<file path="src/rtl/rob_commit_pkg.sv">
// Shared core parameters and types for the reorder buffer.
//   RF_SIZE_LOG / REG_LEN : register file index and data widths.
//   ROB_SIZE / ROB_SIZE_LOG : entry count (power of 2) and tag width.
// The tag and pointer types are derived from ROB_SIZE_LOG so that every
// user of the ROB agrees on their widths.
package rob_commit_pkg;

  localparam int RF_SIZE_LOG  = 5;
  localparam int REG_LEN      = 32;
  localparam int ROB_SIZE     = 4;
  localparam int ROB_SIZE_LOG = 2;

  typedef logic [RF_SIZE_LOG-1:0]  rf_idx_t;
  typedef logic [REG_LEN-1:0]      reg_data_t;
  typedef logic [ROB_SIZE_LOG-1:0] rob_tag_t;
  // Pointer carries one extra wrap bit above the tag bits.
  typedef logic [ROB_SIZE_LOG:0]   rob_ptr_t;

endpackage

</file>
<file path="src/rtl/rob_commit_if.sv">
// Dispatch / writeback / commit bundle of the reorder buffer.
//   alloc_* : dispatch handshake (valid/ready) plus the assigned tag.
//   wb_*    : out-of-order completion by ROB tag.
//   squash  : flush of all in-flight entries.
//   commit_*: retirement, drives the register file write port.
//   empty / count : occupancy status.
// Modport slave is the ROB itself; master is the core side.
interface rob_commit_if;
  import rob_commit_pkg::*;

  logic      alloc_valid;
  logic      alloc_wen;
  rf_idx_t   alloc_rd;
  logic      alloc_ready;
  rob_tag_t  alloc_tag;
  logic      wb_valid;
  rob_tag_t  wb_tag;
  reg_data_t wb_data;
  logic      squash;
  logic      commit_wen;
  rf_idx_t   commit_rd;
  reg_data_t commit_data;
  logic      commit_valid;
  logic      empty;
  rob_ptr_t  count;

  modport slave (
    input  alloc_valid, alloc_wen, alloc_rd, wb_valid, wb_tag, wb_data, squash,
    output alloc_ready, alloc_tag, commit_wen, commit_rd, commit_data,
           commit_valid, empty, count
  );

  modport master (
    output alloc_valid, alloc_wen, alloc_rd, wb_valid, wb_tag, wb_data, squash,
    input  alloc_ready, alloc_tag, commit_wen, commit_rd, commit_data,
           commit_valid, empty, count
  );

endinterface

</file>
<file path="src/rtl/rob_commit.sv">
// In-order reorder buffer. Entries are allocated at dispatch, completed
// out of order by tag, and retired one per cycle in program order; the
// registered commit outputs drive the register file write port.
// Ports:
//   clk, rst : clock, synchronous active-high reset.
//   rif      : rob_commit_if.slave (alloc, writeback, squash, commit, status).
// Optional feature, macro ROB_WB_BYPASS_EN: a writeback hitting the head
// entry retires it in the same cycle (commit_data taken from wb_data),
// saving one cycle of writeback-to-RF latency. Default build uses only the
// registered done bit.
module rob_commit
  import rob_commit_pkg::*;
(
  input  logic          clk,
  input  logic          rst,
  rob_commit_if.slave   rif
);

  // Per-entry state, indexed by pointer low bits.
  logic [ROB_SIZE-1:0] valid_q;
  logic [ROB_SIZE-1:0] done_q;
  logic [ROB_SIZE-1:0] wen_q;
  rf_idx_t             rd_q   [ROB_SIZE];
  reg_data_t           data_q [ROB_SIZE];

  rob_ptr_t  head, tail;
  rob_tag_t  head_idx, tail_idx;
  logic      full, alloc_fire, wb_hit, pop;
  reg_data_t pop_data;

  assign head_idx = head[ROB_SIZE_LOG-1:0];
  assign tail_idx = tail[ROB_SIZE_LOG-1:0];

  assign full = (head_idx == tail_idx) && (head[ROB_SIZE_LOG] != tail[ROB_SIZE_LOG]);

  // Ready looks only at registered pointers, so a same-cycle pop never
  // opens a slot early.
  assign rif.alloc_ready = !full;
  assign rif.alloc_tag   = tail_idx;
  assign rif.empty       = (head == tail);
  assign rif.count       = tail - head;

  assign alloc_fire = rif.alloc_valid && !full && !rif.squash;
  assign wb_hit     = rif.wb_valid && valid_q[rif.wb_tag] && !rif.squash;

`ifdef ROB_WB_BYPASS_EN
  logic head_bypass;
  assign head_bypass = wb_hit && (rif.wb_tag == head_idx);
  assign pop         = valid_q[head_idx] && (done_q[head_idx] || head_bypass) && !rif.squash;
  assign pop_data    = head_bypass ? rif.wb_data : data_q[head_idx];
`else
  assign pop         = valid_q[head_idx] && done_q[head_idx] && !rif.squash;
  assign pop_data    = data_q[head_idx];
`endif

  // Control state: pointers, valid/done, commit strobes.
  always_ff @(posedge clk) begin
    if (rst) begin
      valid_q          <= '0;
      done_q           <= '0;
      head             <= '0;
      tail             <= '0;
      rif.commit_valid <= 1'b0;
      rif.commit_wen   <= 1'b0;
      rif.commit_rd    <= '0;
      rif.commit_data  <= '0;
    end else if (rif.squash) begin
      // Outputs from the previous pop already went out this cycle; only
      // the next cycle's strobes are suppressed.
      valid_q          <= '0;
      head             <= '0;
      tail             <= '0;
      rif.commit_valid <= 1'b0;
      rif.commit_wen   <= 1'b0;
    end else begin
      if (wb_hit)
        done_q[rif.wb_tag] <= 1'b1;
      if (alloc_fire) begin
        valid_q[tail_idx] <= 1'b1;
        done_q[tail_idx]  <= 1'b0;
        tail              <= tail + rob_ptr_t'(1);
      end
      if (pop) begin
        valid_q[head_idx] <= 1'b0;
        head              <= head + rob_ptr_t'(1);
        rif.commit_rd     <= rd_q[head_idx];
        rif.commit_data   <= pop_data;
      end
      rif.commit_valid <= pop;
      rif.commit_wen   <= pop && wen_q[head_idx];
    end
  end

  // Payload arrays need no reset; valid_q gates every use.
  always_ff @(posedge clk) begin
    if (!rst && alloc_fire) begin
      wen_q[tail_idx] <= rif.alloc_wen;
      rd_q[tail_idx]  <= rif.alloc_rd;
    end
    if (!rst && wb_hit)
      data_q[rif.wb_tag] <= rif.wb_data;
  end

endmodule

</file>
<file path="src/flat_wrapper.sv">
// flat-port wrapper written by rule: the top's interface ports become plain ports
module rob_commit_flat import rob_commit_pkg::*;
  (clk, rst, rif_alloc_valid, rif_alloc_wen, rif_alloc_rd, rif_wb_valid, rif_wb_tag, rif_wb_data, rif_squash, rif_alloc_ready, rif_alloc_tag, rif_commit_wen, rif_commit_rd, rif_commit_data, rif_commit_valid, rif_empty, rif_count);
  rob_commit_if rif_i ();
  input  logic clk;
  input  logic rst;
  input wire logic [$bits(rif_i.alloc_valid)-1:0] rif_alloc_valid;
  input wire logic [$bits(rif_i.alloc_wen)-1:0] rif_alloc_wen;
  input wire logic [$bits(rif_i.alloc_rd)-1:0] rif_alloc_rd;
  input wire logic [$bits(rif_i.wb_valid)-1:0] rif_wb_valid;
  input wire logic [$bits(rif_i.wb_tag)-1:0] rif_wb_tag;
  input wire logic [$bits(rif_i.wb_data)-1:0] rif_wb_data;
  input wire logic [$bits(rif_i.squash)-1:0] rif_squash;
  output wire logic [$bits(rif_i.alloc_ready)-1:0] rif_alloc_ready;
  output wire logic [$bits(rif_i.alloc_tag)-1:0] rif_alloc_tag;
  output wire logic [$bits(rif_i.commit_wen)-1:0] rif_commit_wen;
  output wire logic [$bits(rif_i.commit_rd)-1:0] rif_commit_rd;
  output wire logic [$bits(rif_i.commit_data)-1:0] rif_commit_data;
  output wire logic [$bits(rif_i.commit_valid)-1:0] rif_commit_valid;
  output wire logic [$bits(rif_i.empty)-1:0] rif_empty;
  output wire logic [$bits(rif_i.count)-1:0] rif_count;
  assign rif_i.alloc_valid = rif_alloc_valid;
  assign rif_i.alloc_wen = rif_alloc_wen;
  assign rif_i.alloc_rd = rif_alloc_rd;
  assign rif_i.wb_valid = rif_wb_valid;
  assign rif_i.wb_tag = rif_wb_tag;
  assign rif_i.wb_data = rif_wb_data;
  assign rif_i.squash = rif_squash;
  assign rif_alloc_ready = rif_i.alloc_ready;
  assign rif_alloc_tag = rif_i.alloc_tag;
  assign rif_commit_wen = rif_i.commit_wen;
  assign rif_commit_rd = rif_i.commit_rd;
  assign rif_commit_data = rif_i.commit_data;
  assign rif_commit_valid = rif_i.commit_valid;
  assign rif_empty = rif_i.empty;
  assign rif_count = rif_i.count;
  rob_commit u_core (.clk(clk), .rst(rst), .rif(rif_i));
endmodule
</file>
<file path="config.mk">
export PLATFORM = sky130hd
export DESIGN_NAME = rob_commit_flat
export DESIGN_NICKNAME = d
export VERILOG_FILES = /design/src/rtl/rob_commit_pkg.sv /design/src/rtl/rob_commit_if.sv /design/src/rtl/rob_commit.sv /design/src/flat_wrapper.sv
export SDC_FILE = /design/constraint.sdc
export NUM_CORES = 1
export LEC_CHECK = 0
export BUFFER_PORTS_ARGS = -buffer_cell sky130_fd_sc_hd__clkbuf_2
export CORE_ASPECT_RATIO = 1.25
export CORE_MARGIN = 5
export CORE_UTILIZATION = 50
export CTS_CLUSTER_SIZE = 28
export DETAILED_ROUTE_END_ITERATION = 8
export GPL_ROUTABILITY_DRIVEN = 0
export GPL_TIMING_DRIVEN = 0
export PLACE_DENSITY_LB_ADDON = 0.1
export SYNTH_ARGS = -nofsm -noshare
export SYNTH_HDL_FRONTEND = slang
export SYNTH_SLANG_ARGS = --single-unit
</file>
<file path="constraint.sdc">
create_clock -name clk -period 3 [get_ports clk]
set_clock_uncertainty 0.15 [all_clocks]
set_input_delay 0.9 -clock clk [delete_from_list [all_inputs] [get_ports clk]]
set_output_delay 0.9 -clock clk [all_outputs]
set_load 0.005 [all_outputs]
</file>
# Word level (Yosys, flattened, before mapping)

Memory sizes are Yosys's and may differ from the RTL's. A register that Yosys moved wholly into a read port is not among the register bits.
Index checks and enable logic that the tools add are counted.

$add $sub $neg: 3
$lt $le $gt $ge: 6
Equal/unequal tests: 3
Muxes and demuxes: 27
Bitwise logic cells: 7
Reduce and logical (&&, ||, !) cells: 18

Operators by type and width:

| operator            | count |
|---|---|
| $mux 4              | 8 |
| $logic_and 1x1->1   | 13 |
| $mux 1              | 11 |
| $lt 2x3->1 const B  | 3 |
| $and 4x4->4         | 2 |
| $bmux 1 s2          | 4 |
| $not 4->4           | 2 |
| $or 4x4->4          | 2 |
| $add 3x1->3 const B | 2 |
| $demux 1 s2         | 3 |
| $ge 2x1->1 const B  | 3 |
| $bwmux 4            | 1 |
| $eq 3x3->1          | 1 |
| $logic_not 1->1     | 3 |
| $sub 3x3->3         | 1 |
| $eq 2x2->1          | 1 |
| $reduce_and 2->1    | 1 |
| $reduce_or 2->1     | 1 |
| $ne 1x1->1          | 1 |
| $not 1->1           | 1 |

Register bits: 20
Memory bits (writable): 148
Input bits: 45
Output and inout port bits: 46
Logic and storage cells: 73
Memories kept: 2

Memories:

| name          | depth | width | rd ports | clocked after Yosys merged registers in | write ports | line             | text |
|---|---|---|---|---|---|---|---|
| u_core.data_q | 4     | 32    | 1        | 1                                       | 1           | rob_commit.sv:24 | `reg_data_t data_q [ROB_SIZE];` |
| u_core.rd_q   | 4     | 5     | 1        | 1                                       | 1           | rob_commit.sv:23 | `rf_idx_t rd_q [ROB_SIZE];` |

# Logic depth before layout (Yosys ltp)

Depth in word-level cells: 10
Mapped depth: 8
Gate-level depth less buffers: 6

# Worst setup path after synthesis

Ideal clock, no wire load.

Kind: input -> register
Start: input rif_squash
End: memory u_core.data_q[0][0] (netlist bit) (enable)
Library setup time: 393 ps
Data arrival time: 2287 ps
Required time: 2457 ps
Slack: 170 ps
Cell stages on the path: 3
Path buffers: 0
Cell sequence: or2_1 > nor3b_1 > and3b_1

Longest elaborated chain between the ends: 5

Ends and longest elaborated chain:

| element                      | line               | text |
|---|---|---|
| start, declared              | flat_wrapper.sv:13 | `input wire logic [$bits(rif_i.squash)-1:0] rif_squash;` |
| $logic_not 1->1              | rob_commit.sv:44   | `assign wb_hit = rif.wb_valid && valid_q[rif.wb_tag] && !rif.squash;` |
| $logic_and 1x1->1            | rob_commit.sv:44   |  |
| $logic_and 1x1->1            | rob_commit.sv:100  | `if (!rst && wb_hit)` |
| $mux 1                       | rob_commit.sv:100  |  |
| $mux 1 (not written as such) | rob_commit.sv:101  | `data_q[rif.wb_tag] <= rif.wb_data;` |
| end, declared                | rob_commit.sv:24   |  |

No other way between the ends.

# Final worst setup path

Start: register u_core.head[1]
End: output rif_empty

Longest elaborated chain between the ends: 1

Ends and longest elaborated chain:

| element                | line               | text |
|---|---|---|
| start, declared        | rob_commit.sv:26   | `rob_ptr_t head, tail;` |
| start signal, assigned | rob_commit.sv:85   | `head <= head + rob_ptr_t'(1);` |
| $eq 3x3->1             | rob_commit.sv:40   | `assign rif.empty = (head == tail);` |
| end, declared          | flat_wrapper.sv:20 | `output wire logic [$bits(rif_i.empty)-1:0] rif_empty;` |

No other way between the ends.

==> qor.csv <==
stage;metric;value;unit
synthesis;synth_area_per_cell;17.1;sq um
clock_network;clk_path_buf_depth;3;
timing;report.final.slew_viol_count;0;
finish;fin_util;60.0;%
detailed_routing;wl_per_cell;19.1;um
detailed_routing;dr.pass1.iters;4;
clock_network;clock-sinks;205;
detailed_routing;drt_wl_total;15400;um
power;clockPowerShare;42.1;%
die;die_h;151;um
critical_path;path_class;reg2out;
detailed_routing;drt_iter0_drc;206;
synthesis;syn_inst;465;
critical_path;worstSetupStartpointType;flop;
timing;final.min_clock_period;2.89;ns
timing;worst_slew_pin_slew;0.693;ns
synthesis;synthDistinctLibCells;43;
critical_path;crit_fanout;17;
finish;design_area;9350;sq um
die;core;15600;sq um
clock_network;ctsHoldBuffers;0;
power;p_per_area;585;nW/um^2
critical_path;cp.arrival;1.84;ns
finish;layout.nets;637;
synthesis;ys.flop_type;edfxtp_1;
synthesis;synthesis.area;7940;sq um
detailed_routing;vias;4260;
die;boundaryPins;91;
grt;grt_pass1_wl;24200;um
power;vdd_drop_max;0.000476;V
finish;final_common_cell;edfxtp_1;
grt;grt_overflow;0;
timing;max_freq;0.346;GHz
die;fp.dieArea;18500;sq um
detailed_routing;drc;0;
synthesis;yosysTopAreaCellShare;57.5;%
grt;track_usage;17.2;%
power;pwr-share-seq;55.8;%
power;static-leakage-power;3.62;nW
timing;setup_viol;0;
finish;nFillCells;1233;
power;p_int;4.40;mW
grt;grt_max_degree;30;
timing;relSlewSlack;53.8;%
timing;hold_viol;0;
finish;antenna_cells;0;
power;p_switching;1.07;mW
die;initial_utilization;51.0;%
detailed_routing;drtAntennaViolNets;0;
grt;antenna_found_initial;0;
critical_path;crit_required;1.95;ns
clock_network;cts-root-buf;clkbuf_16;
finish;syn_to_final_growth;17.7;%
power;p_comb_share;2.1;%
critical_path;reg2reg_slack;0.67;ns
power;switching_share;19.5;%
timing;rsz0062_at_grt;false;
synthesis;synth_seq_area_share;70.8;%
clock_network;cts_setup_buffers;0;
power;totalPowerFinal;5.47;mW
synthesis;yosys_warnings;0;
synthesis;ys_ff_latch;205;
clock_network;htreeDepth;1;
worst_hold_path;hold_path.class;reg2reg;
placement;dp_hpwl;10300;um
synthesis;synth-edff-count;152;
timing;setup_slack;0.107;ns
synthesis;yosys-top-cells-area;edfxtp_1 (57%), dfxtp_1 (13%), mux4_2 (11%);
status;status;complete, no violations;
clock_network;cts.clk_slew.worst_paths;0.06;ns
critical_path;cp-end-kind;output port;
placement;post_dp_cell_area;8740;sq um
synthesis;yosys.area.top_type;edfxtp_1;
die;placementRows;51;
placement;place.port_buffers;90;
timing;fin_crit_sh;96.4;%
clock_network;clk_latency;0.49;ns
clock_network;cts_buffers;21;
synthesis;synth_nets;521;
placement;place_worst_setup_slack;-0.142;ns
finish;drive_above_1_share;31.4;%
job;maxCapViolCount;0;
synthesis;ys_async_sr_fraction;0;%
clock_network;cts_tree;done;
detailed_routing;routed_via_density;5.29;
die;die_w;123;um
finish;final_cell_mix;edfxtp_1 (152), clkbuf_2 (90), nand2_1 (77);
grt;grt_pass1_vias;4490;
timing;tns;0;ns
## area by class of cell
class,instances,area [sq um],area share [%]
sequential,205,5630,60.2
multi-input combinational,227,2130,22.8
timing repair buffer,94,531,5.68
inverter,8,30.0,0.321
tap,212,265,2.84
clock inverter,7,41.3,0.442
clock buffer,28,562,6.01
buffer,24,158,1.69
## per-stage QoR
step | hold slack, ns | instances
floorplan | 0.301 | 465
global placement | 0.294 | 767
detailed placement | 0.303 | 771
CTS | 0.311 | 805
global route | 0.332 | 805
finish | 0.310 | 805
## worst max-delay path, stage by stage, from the launching register on
cell and delay, ns:
dfxtp_2 0.40, buf_8 0.20, inv_1 0.12, ha_1 0.31
nand2_1 0.11, nor2_1 0.10, clkbuf_2 0.12
## cells by family after synthesis
kind of cell | synth area share, %
DFF | 70.8
and+or+nand+nor | 6.21
muxes | 15.6
buffers and inverters | 2.36
AOI/OAI and AO/OA | 2.54
adders and majority gates | 1.83
xor gates and xnor gates | 0.646
## sequential cells by signal, summed over array words and instances, names as in the netlist
| register | count |
|---|---|
| u_core.data_q | 128 |
| u_core.rif.commit_data | 32 |
| u_core.rd_q | 20 |
| u_core.rif.commit_rd | 5 |
| u_core.done_q | 4 |
| u_core.valid_q | 4 |
| u_core.wen_q | 4 |
| u_core.head | 3 |
| u_core.tail | 3 |
| u_core.rif.commit_valid | 1 |
| u_core.rif.commit_wen | 1 |
## power by group through the flow
stage | combinational, mW | clock [mW] | sequential [mW]
after floorplan | 0.0441 | 0 | 3.11
after global placement | 0.110 | 0 | 3.11
after detailed placement | 0.116 | 0 | 3.11
after CTS | 0.117 | 2.36 | 3.05
after global routing | 0.128 | 2.50 | 3.05
final | 0.115 | 2.30 | 3.05
## repair_timing
item                                    in CTS  in global routing
gates cloned                                 0                  0
endpoints found under the setup margin      26                  1
gates resized for setup                      2                  1
hold endpoints to repair                     0                  0
## cells in the mapped netlist (2+ instances only)
cell,instances
nand2_1,77
and3b_1,2
edfxtp_1,152
ha_1,10
o211a_1,2
nand3b_4,2
buf_6,5
a21oi_1,9
a21o_1,2
clkbuf_1,10
xnor2_1,2
inv_1,6
mux4_2,38
inv_2,2
nor2_1,7
mux2i_1,38
dfxtp_1,53
xor2_1,2
buf_2,3
nand3_1,5
buf_4,6
nor3b_1,2
a32oi_1,2
and3_1,6
nor2b_1,2
a2bb2oi_1,2
a211oi_1,2
## routing by layer
metal | vias to the layer above | share of wire [%] | routed length, um | GRT usage (%)
met5 | - | 0 | 0 | 0
li1 | 1996 | - | - | -
met2 | 90 | 53 | 8130 | 31.2
met1 | 2152 | 41 | 6310 | 21.4
met3 | 22 | 4.4 | 675 | 2.73
met4 | 0 | 1.9 | 298 | 4.54
## worst paths after layout
path / start / endpoint / depth (start not counted)
max reg2reg: u_core.head[1] / u_core.rd_q[0][4] / 6
min reg2reg: u_core.rif.commit_data[21] / u_core.rif.commit_data[21] / 2
max: u_core.head[1] / rif_empty / 6
min: u_core.rif.commit_data[21] / u_core.rif.commit_data[21] / 2
(Power assumes the default switching activity.)
